### src/rtl/sum_accumulator_pkg.sv
// Shared types and default sizes for the sum accumulator.
//   state_t     : FSM states IDLE, ACCUM, DONE
//   DEF_WIDTH   : default data/sum width
//   DEF_CNT_W   : default item-count width
package sum_accumulator_pkg;

  localparam int unsigned DEF_WIDTH = 8;
  localparam int unsigned DEF_CNT_W = 4;

  typedef enum logic [1:0] {
    IDLE  = 2'd0,
    ACCUM = 2'd1,
    DONE  = 2'd2
  } state_t;

endpackage

### src/rtl/sum_accumulator_accum_reg.sv
// accum_reg: WIDTH-bit running sum with sticky carry flag.
// Optional macro SUM_ACCUMULATOR_SAT_EN: saturate at 2^WIDTH-1 instead of wrapping.
// Ports:
//   clk, rst : clock, synchronous active-high reset
//   clr      : synchronous clear of sum and ovf
//   en       : add data into sum this cycle
//   data     : addend
//   sum      : registered running sum
//   ovf      : registered sticky carry-out flag
module accum_reg #(
  parameter int unsigned WIDTH = 8
) (
  input  logic             clk,
  input  logic             rst,
  input  logic             clr,
  input  logic             en,
  input  logic [WIDTH-1:0] data,
  output logic [WIDTH-1:0] sum,
  output logic             ovf
);

  logic [WIDTH:0]   wide;
  logic [WIDTH-1:0] next_sum;

  // One extra bit so the carry out is visible.
  assign wide = {1'b0, sum} + {1'b0, data};

`ifdef SUM_ACCUMULATOR_SAT_EN
  // Once pinned at all-ones, any further add carries again, so it stays pinned.
  assign next_sum = wide[WIDTH] ? {WIDTH{1'b1}} : wide[WIDTH-1:0];
`else
  assign next_sum = wide[WIDTH-1:0];
`endif

  always_ff @(posedge clk) begin
    if (rst || clr) begin
      sum <= '0;
      ovf <= 1'b0;
    end else if (en) begin
      sum <= next_sum;
      ovf <= ovf | wide[WIDTH];
    end
  end

endmodule

### src/rtl/sum_accumulator.sv
// sum_accumulator: sums len items from a valid/ready stream, then pulses done.
// Optional macro SUM_ACCUMULATOR_SAT_EN (in accum_reg): saturating instead of wrapping sum.
// Ports:
//   clk, rst  : clock, synchronous active-high reset
//   start,len : begin a run of len items (sampled in IDLE only)
//   in_data, in_valid, in_ready : operand stream; ready decoded from state only
//   sum, ovf  : result and sticky overflow, held in IDLE until next start
//   busy      : high in ACCUM and DONE
//   done      : one-cycle pulse when sum is final
module sum_accumulator
  import sum_accumulator_pkg::*;
#(
  parameter int unsigned WIDTH = DEF_WIDTH,
  parameter int unsigned CNT_W = DEF_CNT_W
) (
  input  logic             clk,
  input  logic             rst,
  input  logic             start,
  input  logic [CNT_W-1:0] len,
  input  logic [WIDTH-1:0] in_data,
  input  logic             in_valid,
  output logic             in_ready,
  output logic [WIDTH-1:0] sum,
  output logic             ovf,
  output logic             busy,
  output logic             done
);

  state_t           state, state_next;
  logic [CNT_W-1:0] cnt, cnt_next;
  logic             clr, add_en;

  // State and remaining-count registers.
  always_ff @(posedge clk) begin
    if (rst) begin
      state <= IDLE;
      cnt   <= '0;
    end else begin
      state <= state_next;
      cnt   <= cnt_next;
    end
  end

  // Next-state, count and datapath controls.
  always_comb begin
    state_next = state;
    cnt_next   = cnt;
    clr        = 1'b0;
    add_en     = 1'b0;
    case (state)
      IDLE: begin
        if (start) begin
          clr = 1'b1;
          if (len == '0) begin
            state_next = DONE;
          end else begin
            cnt_next   = len;
            state_next = ACCUM;
          end
        end
      end
      ACCUM: begin
        if (in_valid) begin
          add_en   = 1'b1;
          cnt_next = cnt - CNT_W'(1);
          if (cnt == CNT_W'(1)) begin
            state_next = DONE;
          end
        end
      end
      DONE: begin
        state_next = IDLE;
      end
      default: begin
        state_next = IDLE;
      end
    endcase
  end

  // Handshake and status come straight off the state register.
  assign in_ready = (state == ACCUM);
  assign busy     = (state == ACCUM) || (state == DONE);
  assign done     = (state == DONE);

  accum_reg #(
    .WIDTH(WIDTH)
  ) u_accum_reg (
    .clk (clk),
    .rst (rst),
    .clr (clr),
    .en  (add_en),
    .data(in_data),
    .sum (sum),
    .ovf (ovf)
  );

endmodule

### config.mk
export PLATFORM = sky130hd
export DESIGN_NAME = sum_accumulator
export DESIGN_NICKNAME = d
export VERILOG_FILES = /design/src/rtl/sum_accumulator_pkg.sv /design/src/rtl/sum_accumulator_accum_reg.sv /design/src/rtl/sum_accumulator.sv
export SDC_FILE = /design/constraint.sdc
export NUM_CORES = 1
export LEC_CHECK = 0
export ABC_CLOCK_PERIOD_IN_PS = 2050
export CORE_MARGIN = 10
export CORE_UTILIZATION = 40
export CTS_CLUSTER_SIZE = 25
export DETAILED_ROUTE_END_ITERATION = 8
export GPL_TIMING_DRIVEN = 0
export PLACE_DENSITY = 0.67
export SLEW_MARGIN = 20
export SYNTH_ARGS = -nofsm -noshare
export SYNTH_HDL_FRONTEND = slang
export SYNTH_SLANG_ARGS = --single-unit
### constraint.sdc
create_clock -name clk -period 2.05 [get_ports clk]
set_input_delay 0.41 -clock clk [delete_from_list [all_inputs] [get_ports clk]]
set_output_delay 0.41 -clock clk [all_outputs]
set_load 0.01 [all_outputs]
==> results of run 1 <==
-- metal layers --
layer	wire length [µm]	global-route usage [%]
met1	1240	12.8
met2	1370	17.7
met3	228	4.22
met4	23	4.01
met5	0	0
-- sequential cells by signal (all words and copies together), names as in the netlist --
name             cells
u_accum_reg.sum      8
cnt                  4
state                2
u_accum_reg.ovf      1
-- placed cells by master, fill, tap and decap left out, drive strengths merged --
cell type,netlist,routed
a2111oi,1,1
a211oi,5,5
a21o,2,2
a21oi,14,14
a31oi,2,2
and3,1,1
buf,4,5
clkbuf,1,5
clkdlybuf4s50,0,26
dfxtp,15,15
fa,1,1
ha,13,13
inv,14,14
mux2,1,1
mux2i,2,2
nand2,10,10
nand3,7,7
nand4,1,1
nor2,7,7
nor2b,4,4
nor3,2,2
nor4,4,4
nor4b,1,1
o2111ai,1,1
o21a,1,1
o21ai,12,12
o22ai,2,2
o31a,2,2
o31ai,1,1
o41ai,1,1
or3,1,1
or4,4,4
-- metrics by stage --
stage          cells  instance area (µm²)  utilization, %
2_1_floorplan    137                 1110               -
3_3_place_gp     194                 1410            52.1
3_5_place_dp     194                 1410            52.1
4_1_cts          198                 1440            53.0
5_1_grt          199                 1460            53.8
6_report         199                 1460            53.8
-- logic make-up (layout without fill, tap and decap cells) --
group | Yosys count | in the layout | share of synthesized area (%)
muxes | 3 | 3 | 2.81
AOI/OAI and AO/OA | 44 | 44 | 25.6
adders and majority gates | 14 | 14 | 16.4
and+or+nand+nor | 42 | 42 | 20.2
buffers and inverters | 19 | 50 | 7.87
DFF | 15 | 15 | 27.0
-- worst paths after layout --
| kind | start | end | cells after the start |
|---|---|---|---|
| max | state[0] | busy | 3 |
| max reg2reg | u_accum_reg.sum[0] | u_accum_reg.sum[6] | 8 |
| min | rst | cnt[3] | 2 |
| min reg2reg | u_accum_reg.sum[0] | u_accum_reg.sum[0] | 2 |
-- timing repair --
action                     in CTS  in global routing
resized for setup               0                  5
setup endpoints to repair       0                  3
setup buffers                   0                  1
-- power breakdown --
group | internal (µW) | switching (µW) | leakage [µW]
sequential | 318 | 22.9 | 0.000122
combinational | 147 | 166 | 0.000434
clock | 75.4 | 97.1 | 0.0000150
total | 540 | 286 | 0.000571
-- area by class of cell --
cell class              instances  area, µm²  share of cell area (%)
clock buffers                   4       26.3                    1.80
multi-input cells             103        738                    50.6
well taps                      31       38.8                    2.66
plain buffers                   5       35.0                    2.40
repair buffers                 27        268                    18.4
flip-flops and latches         15        300                    20.6
inverters                      14       52.6                    3.60
==> impl_results.md, run 1 <==
* Crit-path slowest cell: clkdlybuf4s50_1
* CTS tree: yes
* # rows at 19
* DRC viols at 0
* Fin. Hold Viols at 0
* Tmin final at 1950 ps
* Synth Net Count at 167
* Mean Syn Cell Area at 8.12 µm²
* Number of global-route vias before repair at 1,092
* Initial antenna violation count at 0
* Crit path largest cell delay at 530 ps
* GRT Util Overall at 11.0%
* Routed WL per cell at 14.4 µm
* Skew final at 6.76 ps
* DRT Pass-1 Iters at 5
* Setup TNS at 0 ps
* Buf/Inv on CP at 2
* Core Area at 2710 µm²
* Post-synthesis cell count at 137
* Cell taking the most area after synthesis: dfxtp_1
* Run status: finished clean
* Die area at 5290 µm²
* Routed wire length at 2.86 mm
* Post-synth EDFFs at 0
* Crit Path Class: reg2out
* TritonCTS Buffers at 3
* CP Capture Type: output pin
* DR vias/cell at 5.58
* Leak at 0.000571 µW
* CTS root buf: clkbuf_4
* CP max FO at 3
* Synthesized area at 1110 µm²
* Nature of the critical path startpoint: flop
* Die width at 72.7 µm
* Peak supply drop at 0.365 mV
* Nets at 199
* Final hold slack at 349 ps
* Antenna cell count at 0
* CP required at 1640 ps
* DP HPWL at 2.26 mm
* Cell Pwr Density at 566 nW/µm²
* Yosys warns at 0
* Starting density of the core at 41.0%
* Top cell type's share of synthesized area at 27.0%
* Layout cells sized above 1 at 11.3%
* Clock latency on the worst-skew pair at 280 ps
* R2r setup slk at 330 ps
* Largest net degree at the start of global routing at 11
* CTS max path bufs at 2
* Ys async rst share at 0%
* Layout area overhead at 31.2%
* ANT nets after route at 0
* CTS Sinks at 15
* Final-layout fill cell count at 271
* H-tree depth at 1
* Critical path data arrival time at 1540 ps
* Place WS at -274 ps
* RSZ-0062 raised after global routing: no
* I/O Pins at 28
* Max-slew violations at 0
* Commonest cells in the synthesized netlist: 15 x dfxtp_1, 14 x a21oi_1, 14 x inv_1
* Clock-pin slew on the worst setup and hold paths at 100 ps
* Routability cong. at 0.844
* Cell class contributing the biggest share of worst-path delay: buffers and inverters
* Total Power at 826 µW
* Port bufs at 26
* Most frequent cell after synthesis: dfxtp_1
* DR iter-0 viols at 65
* Relative slew margins at 69.5%
* Highest clock rate at 514 MHz
* MaxCap Viol Count at 0
* Gr ovfl total at 0
* DR vias at 1,111
* Type of the tightest min-delay check: in2reg
* Sequential element share of the synthesized area at 27.0%
* First-pass GRT wire length at 4.87 mm
* Synth Flop Type: dfxtp_1
* Worst-margin pin slew at 457 ps
* Die span in y at 72.7 µm
* Final Cycle Share at 94.9%
* Crit-path cells: inv_1, ha_1, clkdlybuf4s50_1
* Netlist cell types at 36
* Synthesized flop and latch total at 15
* Number of buffers inserted by hold repair at cts at 0
* Setup Viol. Count Final at 0
* Top post-synthesis cells by area: dfxtp_1 27%, ha_1 15%, a21oi_1 6.3%
* Final WS setup at 105 ps
Note: power is estimated with default switching activity, not from simulation.
==> run 2, diff against run 1 <==
--- a/config.mk
+++ b/config.mk
@@ -6,6 +6,7 @@
 export NUM_CORES = 1
 export LEC_CHECK = 0
 export ABC_CLOCK_PERIOD_IN_PS = 2050
+export CORE_ASPECT_RATIO = 2
 export CORE_MARGIN = 10
 export CORE_UTILIZATION = 40
 export CTS_CLUSTER_SIZE = 25
==> run 2 against run 1 <==
Effect of this change:
- count of clock-buffer cells in the layout unchanged
- maximum frequency shrank 0.62%
- final cell count fell by 0.50%
- wire length rose by 2.2%
- design area rose by 1.8%
- sequential power barely moved
- via count is 0.63% higher
==> impl_results.md, run 2 (synthesis gave the netlist of run 1 again) <==
* Run status: finished clean
* Fin. Hold Viols at 0 (unchanged)
* DP HPWL at 2.42 mm (+7.0%)
* Clock latency on the worst-skew pair at 250 ps (-30 ps)
* DR iter-0 viols at 15 (-77%)
* Cell Pwr Density at 603 nW/µm² (+6.6%)
* CTS max path bufs at 2 (unchanged)
* RSZ-0062 raised after global routing: no
* First-pass GRT wire length at 5.09 mm (+4.5%)
* Routability cong. at 0.779 (-7.7%)
* Die span in y at 94.6 µm (+30%)
* Max-slew violations at 0 (unchanged)
* Worst-margin pin slew at 492 ps (+34.8 ps)
* Type of the tightest min-delay check: in2reg
* Largest register FFs at 8 (unchanged)
* Fin util at 55.0% (+1.1 points)
* Number of buffers inserted by hold repair at cts at 0 (unchanged)
* Psw at 293 µW (+2.6%)
* GRT Util Overall at 11.2% (+0.28 points)
* Tmin final at 1960 ps (+12.2 ps)
* Highest Signal Layer: met4
* Largest net degree at the start of global routing at 11 (unchanged)
* Layout area overhead at 33.5%
* CTS Sinks at 15 (unchanged)
* Critical path data arrival time at 2100 ps (+560 ps)
* MaxCap Viol Count at 0 (unchanged)
* DR vias at 1,118 (+0.63%)
* CTS tree: yes
* Nets at 200 (+0.50%)
* Port bufs at 26 (unchanged)
* Skew final at 3.96 ps (-2.81 ps)
* Peak supply drop at 0.340 mV (-6.9%)
* Routed WL per cell at 14.7 µm (+2.7%)
* Layout cells sized above 1 at 11.8% (+0.52 points)
* Clock-pin slew on the worst setup and hold paths at 60 ps (-40 ps)
* Die area at 5420 µm² (+2.4%)
* ANT nets after route at 0 (unchanged)
* H-tree depth at 1 (unchanged)
* Met2 wire len at 1.65 mm (+21%)
* Highest clock rate at 511 MHz (-0.62%)
* Pint at 603 µW (+12%)
* CTS root buf: clkbuf_8
* Routed wire length at 2.92 mm (+2.2%)
* # rows at 27 (+8)
* DRT Pass-1 Iters at 6 (+1)
* Setup Viol. Count Final at 0 (unchanged)
* Crit Path Class: in2reg
* Commonest cells after routing, fill and taps aside: 25 x clkdlybuf4s50_1, 15 x dfxtp_1, 14 x inv_1, 14 x a21oi_1, 11 x ha_1
* Top Registers: u_accum_reg.sum: 8 flops, cnt: 4 flops, state: 2 flops
* Sw Ratio at 32.7% (-1.9 points)
* M1 wire length at 1.03 mm (-17%)
* Core Area at 2700 µm² (-0.28%)
* Final Cycle Share at 95.5% (+0.60 points)
* Final hold slack at 387 ps (+38.3 ps)
* Gr ovfl total at 0 (unchanged)
* Combinational Power Share at 35.1% (-2.7 points)
* Die width at 57.3 µm (-21%)
* DR vias/cell at 5.65 (+1.1%)
* Nature of the critical path startpoint: input port
* Power share of the clock group at 26.8% (+5.9 points)
* Starting density of the core at 41.2% (+0.11 points)
* I/O Pins at 28 (unchanged)
* Met3 wire length at 175 µm (-23%)
* Total Power at 896 µW (+8.5%)
* Antenna cell count at 0 (unchanged)
* CP required at 2190 ps (+550 ps)
* Leak at 0.000592 µW (+3.7%)
* DRC viols at 0 (unchanged)
* Initial antenna violation count at 0 (unchanged)
* Power share of the sequential group at 38.1% (-3.2 points)
* Relative slew margins at 67.2% (-2.3 points)
* CP Capture Type: flop
* R2r setup slk at 280 ps (-50 ps)
* CP max FO at 4 (+1)
* TritonCTS Buffers at 3 (unchanged)
* Number of global-route vias before repair at 1,252 (+15%)
* Largest Register: u_accum_reg.sum
* Commonest non-fill, non-tap cell in the layout: clkdlybuf4s50_1
## run 2: cell type report
class                           count  area [µm²]
Buffer                              5        35.0
Clock buffer                        4        45.0
Fill cell                         271        1220
Inverter                           14        52.6
Multi-Input combinational cell    103         738
Sequential cell                    15         300
Tap cell                           29        36.3
Timing Repair Buffer               28         278
## run 2: path summary, 6_finish.rpt
kind	from	to	cells past startpoint
min reg2reg	u_accum_reg.sum[3]	u_accum_reg.sum[3]	2
min	rst	cnt[0]	2
max reg2reg	u_accum_reg.sum[0]	u_accum_reg.sum[6]	8
max	in_data[2]	u_accum_reg.sum[6]	7
## run 2: power groups by stage
stage	registers [µW]	clock network [µW]	logic, µW
2_1_floorplan	344	0	199
3_3_place_gp	346	0	307
3_5_place_dp	348	0	315
4_1_cts	341	250	317
5_1_grt	345	265	355
6_report	342	240	314
## run 2: per-layer routing
metal,track usage [%],vias up
li1,-,569
met1,9.62,516
met2,21.5,26
met3,3.23,7
met4,7.09,0
met5,0,-
## run 2: critical path, cell delays in order
cell             delay (ps)
clkdlybuf4s50_1         400
ha_1                    340
nor2b_2                 180
o31a_1                  310
o21ai_2                 190
mux2i_1                 210
nand2_1                  60
## run 2: through the flow
step	setup WS (ps)	cells	setup TNS, ps	cell area, µm²
4_1_cts	0.854	197	0	1460
5_1_grt	48.9	198	0	1490
3_5_place_dp	-313	192	-1040	1410
3_3_place_gp	-289	192	-846	1410
6_report	92.8	198	0	1490
2_1_floorplan	362	137	0	1110
## run 2: timing repair
action	in CTS	in global routing
endpoints found under the setup margin	2	3
resized for setup	1	5
pin swaps	0	5
setup buffers	1	1
==> run 3, diff against run 2 <==
--- a/config.mk
+++ b/config.mk
@@ -13,6 +13,7 @@
 export DETAILED_ROUTE_END_ITERATION = 8
 export GPL_TIMING_DRIVEN = 0
 export PLACE_DENSITY = 0.67
+export SKIP_LAST_GASP = 1
 export SLEW_MARGIN = 20
 export SYNTH_ARGS = -nofsm -noshare
 export SYNTH_HDL_FRONTEND = slang
==> results of run 3 <==
Final layout, timing and power as in run 2 (identical DEF).
